[config.mk]
export PLATFORM = sky130hd
export DESIGN_NAME = spike_encoder
export DESIGN_NICKNAME = d
export VERILOG_FILES = /design/src/rtl/spike_encoder.sv
export SDC_FILE = /design/constraint.sdc
export NUM_CORES = 1
export LEC_CHECK = 0
export ABC_CLOCK_PERIOD_IN_PS = 5000
export BUFFER_PORTS_ARGS = -buffer_cell sky130_fd_sc_hd__buf_2
export CORE_MARGIN = 2
export CORE_UTILIZATION = 60
export CTS_CLUSTER_SIZE = 8
export DETAILED_ROUTE_END_ITERATION = 7
export PLACE_DENSITY = 0.77
export SLEW_MARGIN = 20
export SYNTH_ARGS = -nofsm -noshare
export SYNTH_HDL_FRONTEND = slang
export SYNTH_SLANG_ARGS = --single-unit
[constraint.sdc]
create_clock -name clk_i -period 5 [get_ports clk_i]
set_input_delay 0.25 -clock clk_i [delete_from_list [all_inputs] [get_ports clk_i]]
set_output_delay 0.25 -clock clk_i [all_outputs]
set_load 0.05 [all_outputs]
[src/rtl/spike_encoder.sv]
// spike_encoder: turns a timestep's stream of neuron results into address-event
// packets {core_id, neuron_idx}. Spiking neurons are queued in a first-word
// fall-through FIFO; spikes that find the FIFO full are dropped and counted.
module spike_encoder #(
    parameter int NUM_NEURONS   = 256,
    parameter int CORE_ID_WIDTH = 1,
    parameter int FIFO_DEPTH    = 16,
    parameter int CNT_WIDTH     = 8
) (
    input  logic                                          clk_i,
    input  logic                                          rst_n_i,
    input  logic [CORE_ID_WIDTH-1:0]                      core_id_i,
    input  logic                                          tick_i,
    input  logic                                          neuron_valid_i,
    input  logic [$clog2(NUM_NEURONS)-1:0]                neuron_idx_i,
    input  logic                                          spike_i,
    output logic [CORE_ID_WIDTH+$clog2(NUM_NEURONS)-1:0]  packet_o,
    output logic                                          packet_valid_o,
    input  logic                                          packet_ready_i,
    output logic                                          busy_o,
    output logic                                          done_o,
    output logic                                          overflow_o,
    output logic [CNT_WIDTH-1:0]                          drop_count_o
);

    localparam int IDX_W  = $clog2(NUM_NEURONS);
    localparam int PKT_W  = CORE_ID_WIDTH + IDX_W;
    localparam int ADDR_W = $clog2(FIFO_DEPTH);
    localparam int PTR_W  = ADDR_W + 1;
    localparam logic [IDX_W-1:0] LAST_IDX = IDX_W'(NUM_NEURONS - 1);
    localparam logic [PTR_W-1:0] ONE_ENTRY = PTR_W'(1);

    typedef enum logic [1:0] {
        IDLE    = 2'd0,
        COLLECT = 2'd1,
        DRAIN   = 2'd2,
        DONE    = 2'd3
    } state_e;

    state_e                   state_q;
    logic                     busy_q;
    logic                     done_q;
    logic                     overflow_q;
    logic [CNT_WIDTH-1:0]     drop_q;
    logic [CORE_ID_WIDTH-1:0] core_id_q;

    // Pointers carry one extra wrap bit so full and empty are distinguishable.
    logic [PTR_W-1:0]         wr_ptr_q, wr_ptr_d;
    logic [PTR_W-1:0]         rd_ptr_q, rd_ptr_d;
    logic [PTR_W-1:0]         occupancy;
    logic [PKT_W-1:0]         mem_q [FIFO_DEPTH];

    logic fifo_empty;
    logic fifo_full;
    logic pop;
    logic push_req;
    logic push_ok;
    logic drop;
    logic last_accept;
    logic drain_done;

    // Saturating increment for the drop counter: sticks at all-ones.
    function automatic logic [CNT_WIDTH-1:0] sat_inc(input logic [CNT_WIDTH-1:0] v);
        return (&v) ? v : v + 1'b1;
    endfunction

    // FIFO status, handshake decode and next pointers.
    always_comb begin
        fifo_empty  = (wr_ptr_q == rd_ptr_q);
        fifo_full   = (wr_ptr_q[ADDR_W-1:0] == rd_ptr_q[ADDR_W-1:0]) &&
                      (wr_ptr_q[ADDR_W] != rd_ptr_q[ADDR_W]);
        occupancy   = wr_ptr_q - rd_ptr_q;
        pop         = !fifo_empty && packet_ready_i;
        push_req    = (state_q == COLLECT) && neuron_valid_i && spike_i;
        // A full FIFO still takes a push when the head leaves in the same cycle.
        push_ok     = push_req && (!fifo_full || pop);
        drop        = push_req && !push_ok;
        last_accept = (state_q == COLLECT) && neuron_valid_i && (neuron_idx_i == LAST_IDX);
        // Leave DRAIN as soon as the queue is empty or its last entry leaves now.
        drain_done  = fifo_empty || ((occupancy == ONE_ENTRY) && pop);
        wr_ptr_d    = wr_ptr_q + {{(PTR_W-1){1'b0}}, push_ok};
        rd_ptr_d    = rd_ptr_q + {{(PTR_W-1){1'b0}}, pop};
    end

    // Packet storage; only pointers gate visibility, so the array needs no reset.
    always_ff @(posedge clk_i) begin
        if (push_ok) begin
            mem_q[wr_ptr_q[ADDR_W-1:0]] <= {core_id_q, neuron_idx_i};
        end
    end

    // FIFO pointers; reset empties the queue and hides any stale entries.
    always_ff @(posedge clk_i or negedge rst_n_i) begin
        if (!rst_n_i) begin
            wr_ptr_q <= '0;
            rd_ptr_q <= '0;
        end else begin
            wr_ptr_q <= wr_ptr_d;
            rd_ptr_q <= rd_ptr_d;
        end
    end

    // Timestep FSM with registered busy/done and per-timestep drop statistics.
    always_ff @(posedge clk_i or negedge rst_n_i) begin
        if (!rst_n_i) begin
            state_q    <= IDLE;
            busy_q     <= 1'b0;
            done_q     <= 1'b0;
            overflow_q <= 1'b0;
            drop_q     <= '0;
            core_id_q  <= '0;
        end else begin
            case (state_q)
                IDLE: begin
                    if (tick_i) begin
                        state_q    <= COLLECT;
                        busy_q     <= 1'b1;
                        core_id_q  <= core_id_i;
                        overflow_q <= 1'b0;
                        drop_q     <= '0;
                    end
                end
                COLLECT: begin
                    if (drop) begin
                        overflow_q <= 1'b1;
                        drop_q     <= sat_inc(drop_q);
                    end
                    if (last_accept) begin
                        state_q <= DRAIN;
                    end
                end
                DRAIN: begin
                    if (drain_done) begin
                        state_q <= DONE;
                        done_q  <= 1'b1;
                    end
                end
                DONE: begin
                    state_q <= IDLE;
                    busy_q  <= 1'b0;
                    done_q  <= 1'b0;
                end
                default: begin
                    state_q <= IDLE;
                    busy_q  <= 1'b0;
                    done_q  <= 1'b0;
                end
            endcase
        end
    end

    // Head of queue is presented directly; zero whenever nothing is queued.
    assign packet_valid_o = !fifo_empty;
    assign packet_o       = fifo_empty ? '0 : mem_q[rd_ptr_q[ADDR_W-1:0]];
    assign busy_o         = busy_q;
    assign done_o         = done_q;
    assign overflow_o     = overflow_q;
    assign drop_count_o   = drop_q;

endmodule

Word-level counts from Yosys, hierarchy flattened
Memories as Yosys holds them, arrays and structs flattened.
Index checks and enable logic that the tools add are counted.
W data, S select, Z words.

cells by class
  add/subtract/negate cells = 4
  equality and inequality tests = 13
  multiplexer cells = 18
  reductions and logical operators = 24

operators with widths
  operator               count
  $mux W8                3
  $pmux W8 S2            1
  $add A5 B1 Y5          2
  $ne A2 B2 Y1 const B   5
  $mux W9                1
  $add A8 B1 Y8 const B  1
  $eq A8 B8 Y1 const B   1
  $logic_and A1 B1 Y1    8
  $pmux W2 S4            1
  $reduce_and A8 Y1      1
  $mux W1                6
  $mux W2                3
  $pmux W1 S2            3
  $reduce_and A2 Y1      3
  $reduce_and A3 Y1      2
  $reduce_bool A2 Y1     3
  $eq A5 B1 Y1 const B   1
  $eq A5 B5 Y1           1
  $sub A5 B5 Y5          1
  $eq A2 B2 Y1 const B   2
  $eq A4 B4 Y1           1
  $reduce_and A4 Y1      1
  $logic_not A1 Y1       3
  $eq A2 B1 Y1 const B   1
  3 further kinds        4

word-level totals
  bits in registers = 24
  bits in writable memories = 144
  input port bits = 15
  output and inout port bits = 21
  logic and storage cells = 68
  memories kept = 1

memories
  memory  depth  width  read ports  clocked after memory_dff  write ports  line  source
  mem_q   16     9      1           0                         1            51    logic [PKT_W-1:0] mem_q [FIFO_DEPTH];

Depth between registers and ports, before layout
Gate-level depths: netlist of run 1.

  word-level depth = 9
  mapped depth = 11
  mapped depth without buffers = 9

Worst setup path after synthesis of run 1
OpenSTA, ideal clock, no wires.

  path kind = reg-to-output
  from = register rd_ptr_q[1]
  to = output port packet_o[0]
  arrival = 2.866 ns
  slack = 1.884 ns
  cell stages (with the launch flop) = 9
  path through = dfrtp_1 clkbuf_1 clkbuf_1 inv_1 ha_1 nand4_2 nand2b_1 clkbuf_1 and2_1

on the way
  longest elaborated chain between the ends = 2
  elaborated cells between the ends (all ways) = 3
  those cells by class = eq/ne (1); mux (1); memory (1)

ends and longest elaborated chain
  what                                            line  source
  from (decl)                                     49    logic [PTR_W-1:0] rd_ptr_q, rd_ptr_d;
  from (signal assigned)                          99    rd_ptr_q <= rd_ptr_d;
  $mem_v2 Z16 W9 or $eq A5 B5 Y1 (tied branches)  n/a
  $mux W9 (*)                                     154   assign packet_o = fifo_empty ? '0 : mem_q[rd_ptr_q[ADDR_W-1:0]];
  to (decl)                                       17    output logic [CORE_ID_WIDTH+$clog2(NUM_NEURONS)-1:0] packet_o,

Mark *: on every way between the ends. The rest lies on a longest branch, timed or not.

Worst setup path after layout of run 1
  from = register rd_ptr_q[0]
  to = output port packet_o[8]

Same word-level chain as after synthesis.

==> results of run 1 <==
==> final timing paths <==
path,endpoint,slack [ps],depth (start not counted)
setup / recovery,packet_o[8],1790,5
hold / removal,core_id_q$_DFFE_PN0P_,70,2
setup reg to reg,mem_q[11][1]$_DFFE_PP_,1840,7
hold reg to reg,wr_ptr_q[4]$_DFF_PN0_,500,1
max in group asynchronous,rd_ptr_q[0]$_DFF_PN0_,4250,2
min in group asynchronous,wr_ptr_q[0]$_DFF_PN0_,350,2
==> layer usage <==
layer	share of wire (%)	track usage (%)	up-vias
met5	0	0	-
met1	41	35.6	2029
li1	-	-	1642
met2	50	38.6	166
met4	2.1	9.92	0
met3	6.5	5.29	25
==> flip-flops by register name, summed over array words and instances (netlist names) <==
signal / cells
overflow_o: 1
rd_ptr_q: 5
drop_count_o: 8
mem_q: 144
busy_o: 1
state_q: 2
wr_ptr_q: 5
done_o: 1
core_id_q: 1
==> placed cells by master (no fill, tap or decap), types with 2 or more instances in the layout <==
master	count
mux4_2	45
clkbuf_16	17
dfrtp_1	23
nor3_1	6
xor2_1	4
nand4b_1	2
a21oi_1	7
xnor2_1	6
edfxtp_1	144
clkinvlp_4	2
nand2b_1	6
nand3_1	19
clkbuf_1	6
nand3b_1	2
or4_1	4
nor2_1	21
nand4_1	5
and2_1	11
bufinv_16	2
clkinv_2	3
o22ai_1	2
inv_1	10
nand2_1	10
o31ai_1	2
ha_1	13
buf_4	6
a2111oi_0	2
or3_1	2
buf_2	35
==> area by class of cell <==
| type | instances | area share [%] |
|---|---|---|
| clock inverter | 9 | 1.29 |
| clock buffer | 23 | 5.64 |
| tap | 143 | 2.25 |
| multi-input combinational | 189 | 25.4 |
| inverter | 11 | 0.520 |
| sequential | 168 | 62.0 |
| timing repair buffer | 42 | 2.90 |
==> per-stage QoR <==
| step | cell area, sq um | total power (uW) |
|---|---|---|
| after detailed placement | 7390 | 3560 |
| after global placement | 7390 | 3520 |
| after CTS | 7950 | 4810 |
| after global routing | 7950 | 4990 |
| final | 7950 | 4780 |
| after floorplan | 7050 | 3150 |
==> Yosys cell counts (all sizes together) (2+ instances only) <==
master   number  area [sq um]
ha           13           163
clkbuf        7          26.3
nand2b        6          37.5
or4           4          30.0
xor2          4          35.0
nand4b        2          17.5
nand2        10          37.5
nand3b        2          15.0
o21ai         2          10.0
buf           6          36.3
edfxtp      144          4320
nor2         21          78.8
dfrtp        24           601
nor3          6          30.0
o22ai         2          12.5
nand3        20           113
mux2          2          22.5
mux4         45          1010
a21oi         7          35.0
and2         11          68.8
or3           2          12.5
a2111oi       2          17.5
o31ai         2          15.0
inv          11          41.3
xnor2         6          52.6
nand4         6          43.8
==> cell families (layout without fill, tap and decap cells) <==
logic type,count (synthesis),count (layout),share of synthesized area (%)
fa+ha+maj,14,14,2.59
simple gates,93,93,7.22
compound gates,25,25,2.91
flops,168,168,69.9
mux,47,47,14.7
buf+inv,24,85,1.47
xor+xnor,10,10,1.24
==> where the power goes <==
group	switching [uW]	internal (uW)
clock	496	731
combinational	1090	693
sequential	138	1640
total	1720	3060
==> timing repair <==
action / 4_1_cts / 5_1_grt
hold endpoints to repair: 24 / 0
setup buffers: 0 / 0
resized for setup: 0 / 0
hold buffers: 1 / 0
==> metrics.yaml, run 1 <==
skew_ps: 11.6
cp_common_cell: "mux4_2"
crit_fanout: 37
final_hold_viol_count: 0
ant_nets: 0
async_flop_share_pct: 14.3
cts_made_buffers: 17
tightest_slew_ps: 955
dp_slack_ps: 1930
crit_chain: "buf_4, mux4_2, mux4_2, and2_1, buf_2"
critPathCaptureType: "output port"
syn_to_final_growth_pct: 12.7
initial_utilization_pct: 61.7
drtPass1Iterations: 5
ios: 36
utilization_pct: 69.6
relSlewSlack_pct: 36.1
crit_family: "multiplexers"
clockBufferDepth: 2
dp.cells: 552
hold_path_class: "in2reg"
root_buffer: "clkbuf_16"
leakage_uw: 0.00275
h-tree-depth: 4
die_area_sq_mm: 0.0126
seq_area_sq_mm: 0.00493
cts_tree: "yes"
clk_pin_slew_worst_paths_ps: 60
vias: 3862
period_needed_ps: 3210
drtIter0Drc: 429
fillers: 737
synth_nets: 410
netlist_area_sq_mm: 0.00705
worst_slack_ps: 1790
grt_max_degree: 38
final_cells: 585
drc_errors: 0
globalplace.congestion: 0.821
nNetsFinal: 458
tns_ps: 0
vias_per_cell: 6.60
io_buffers: 35
hpwlAfterDp_mm: 9.28
hold_ws_ps: 68.5
crit_path_max_incr_delay_ps: 660
clock_latency_ps: 430
rows: 39
die_h_microns: 112
synthFlopType: "edfxtp_1"
final_layout_size_suffix_gt1_share_pct: 26.7
drv_cap: 0
yosys_warnings: 0
antenna_cells: 0
wl_mm: 14.7
synth-seq-cells: 168
grt.total_usage_pct: 24.9
critPathRequiredTime_ps: 4750
finalSetupViolations: 0
min_period_over_period_pct: 64.3
worstPathArrival_ps: 2960
coreArea_sq_mm: 0.0114
min_from: "core_id_i"
multiInputGateArea_sq_mm: 0.00202
rsz0062_at_grt: "false"
p_per_area_mw_per_mm2: 602
die_w_microns: 112
synth-edff-count: 144
path_buf_inv: 2
crit_start: "rd_ptr_q[0]$_DFF_PN0_"
outcome: "finished clean"
peakVddDrop_mv: 0.914
grt_overflow: 0
grt_pass1_wl_mm: 22.7
synth_cell_types: 47
antenna_found_initial: 0
fmax_mhz: 311
maxSlewViolCount: 0
ys_seq_area_share_pct: 69.9
grt_pass1_vias: 3889
wl_per_cell_microns: 25.1
crit_type: "reg2out"
cpMaxStageDelayCell: "mux4_2"
clkSinkCount: 168
synth_area_per_cell_sq_um: 18.5
syn-instance-count: 381
start_kind: "register"
rr_startpoint: "rd_ptr_q[2]$_DFF_PN0_"
Power figures use the tool's default switching activity.
==> run 2, diff against run 1 <==
--- a/config.mk
+++ b/config.mk
@@ -5,13 +5,13 @@
 export SDC_FILE = /design/constraint.sdc
 export NUM_CORES = 1
 export LEC_CHECK = 0
-export ABC_CLOCK_PERIOD_IN_PS = 5000
+export ABC_CLOCK_PERIOD_IN_PS = 2700
 export BUFFER_PORTS_ARGS = -buffer_cell sky130_fd_sc_hd__buf_2
 export CORE_MARGIN = 2
-export CORE_UTILIZATION = 60
+export CORE_UTILIZATION = 55
 export CTS_CLUSTER_SIZE = 8
 export DETAILED_ROUTE_END_ITERATION = 7
-export PLACE_DENSITY = 0.77
+export PLACE_DENSITY = 0.75
 export SLEW_MARGIN = 20
 export SYNTH_ARGS = -nofsm -noshare
 export SYNTH_HDL_FRONTEND = slang
==> constraint.sdc (replaced) <==
create_clock -name clk_i -period 2.7 [get_ports clk_i]
set_input_delay 0.135 -clock clk_i [delete_from_list [all_inputs] [get_ports clk_i]]
set_output_delay 0.135 -clock clk_i [all_outputs]
set_load 0.05 [all_outputs]
==> metrics.yaml, run 2 (synthesized netlist as in run 1, its figures left out) <==
clk_pin_slew_worst_paths_ps: 60
period_needed_ps: 2730
initial_utilization_pct: 56.1
skew_ps: 6.45
antenna_cells: 0
hpwlAfterDp_mm: 9.39
drtIter0Drc: 317
grt_pass1_wl_mm: 22.9
drtPass1Iterations: 4
worst_slack_ps: -26.9
peakVddDrop_mv: 0.507
nNetsFinal: 504
utilization_pct: 68.4
fmax_mhz: 367
min_period_over_period_pct: 101
grt_max_degree: 39
cts_made_buffers: 17
violations: "negative setup slack"
hold_path_class: "in2reg"
finalPower_uw: 9790
drc_errors: 0
cts_tree: "yes"
clkSinkCount: 168
wl_per_cell_microns: 22.7
tns_ps: -26.9
clockBufferDepth: 2
rsz0062_at_grt: "true"
p_per_area_mw_per_mm2: 1140
die_area_sq_mm: 0.0137
dp_slack_ps: -78.9
grt_overflow: 0
largest_register_ff_count: 144
finalInstanceArea_sq_mm: 0.00860
finalSetupViolations: 1
tightest_slew_ps: 545
h-tree-depth: 4
critPathCaptureType: "output port"
fillers: 818
vias_per_cell: 5.94
leakage_uw: 0.00309
final_hold_viol_count: 0
place_area_sq_mm: 0.00769
antenna_found_initial: 0
die_h_microns: 117
worstPathArrival_ps: 2590
critPathRequiredTime_ps: 2570
ios: 36
globalplace.congestion: 0.874
start_kind: "register"
die_w_microns: 117
wl_mm: 15.0
outcome: "finished, violations left"
root_buffer: "clkbuf_16"
ant_nets: 0
io_buffers: 35
relSlewSlack_pct: 63.7
final_cell_mix: "edfxtp_1, mux4_2, buf_4, buf_2, dfrtp_1"
crit_type: "reg2out"
maxSlewViolCount: 0
grt.total_usage_pct: 23.7
vias: 3922
layout_commonest_cell: "edfxtp_1"
final_layout_size_suffix_gt1_share_pct: 37.1
grt_pass1_vias: 3961
coreArea_sq_mm: 0.0126
drv_cap: 0
clock_latency_ps: 430
rows: 41
syn_to_final_growth_pct: 22.0
crit_fanout: 5
-- run 2: cell count changes in the layout (fill, tap and decap cells not counted), moves of 3 or more --
cell        delta
buf_2          -9
buf_8          +3
nor3_1         -4
nor3_2         +4
and2_4         +6
clkbuf_1       -5
clkinvlp_4     +3
and2_1         -6
buf_6          +8
buf_4         +36
buf_12         +3
clkinv_1       +3
-- run 2: where the power goes --
group | internal, uW | leakage [uW] | switching (uW) | total (uW)
Sequential | 3030 | 0.00160 | 165 | 3200
Clock | 1340 | 0.000254 | 942 | 2280
Combinational | 1990 | 0.00123 | 2320 | 4310
Total | 6370 | 0.00309 | 3420 | 9790
-- run 2: worst paths after layout --
path	startpoint	slack, ps	cells past startpoint	endpoint
max in group asynchronous	rst_n_i	2070	2	rd_ptr_q[0]$_DFF_PN0_
min in group asynchronous	rst_n_i	230	2	done_o$_DFFE_PN0P_
worst min-delay path	tick_i	70	3	busy_o$_DFFE_PN0P_
worst min register to register	overflow_o$_DFFE_PN0P_	490	2	overflow_o$_DFFE_PN0P_
worst max register to register	rd_ptr_q[0]$_DFF_PN0_	10	7	state_q[1]$_DFFE_PN0P_
worst max-delay path	rd_ptr_q[0]$_DFF_PN0_	-30	7	packet_o[8]
-- run 2: cell type report --
| type | instances | area, sq um | share of cell area, % |
|---|---|---|---|
| sequential | 168 | 4930 | 57.3 |
| multi-input combinational | 189 | 2090 | 24.3 |
| timing repair buffer | 88 | 766 | 8.90 |
| clock buffer | 18 | 429 | 4.99 |
| tap | 172 | 215 | 2.50 |
| clock inverter | 14 | 131 | 1.53 |
| inverter | 11 | 41.3 | 0.480 |
-- run 2: per-layer routing --
layer | part of all wire (%) | vias up | global-route usage (%) | wire length (microns)
met5 | 0 | - | 0 | 0
met4 | 2.3 | 0 | 9.49 | 341
met3 | 5.3 | 29 | 5.82 | 792
met2 | 53 | 131 | 38.1 | 7870
met1 | 40 | 2022 | 31.4 | 5980
li1 | - | 1740 | - | -
-- run 2: repair_timing --
action                                 in CTS  in global routing
setup buffers                               5                  3
hold buffers                                2                  0
pin swaps                                   4                  6
resized for setup                          21                 25
endpoints found under the hold margin      25                  0
cloned                                      3                  2
setup endpoints to repair                  10                 20
-- run 2: worst max-delay path, cell delays in order (launching register included) --
cell	delay, ps
dfrtp_2	400
buf_12	120
buf_12	120
buf_16	130
mux4_2	550
mux4_2	520
and2_4	170
buf_6	140
-- run 2: per-stage QoR --
| step | hold WS [ps] | cells |
|---|---|---|
| final | 70.5 | 660 |
| after global placement | 145 | 614 |
| after detailed placement | 144 | 614 |
| after global routing | 62.6 | 660 |
| after CTS | 53.5 | 656 |
| after floorplan | -161 | 381 |
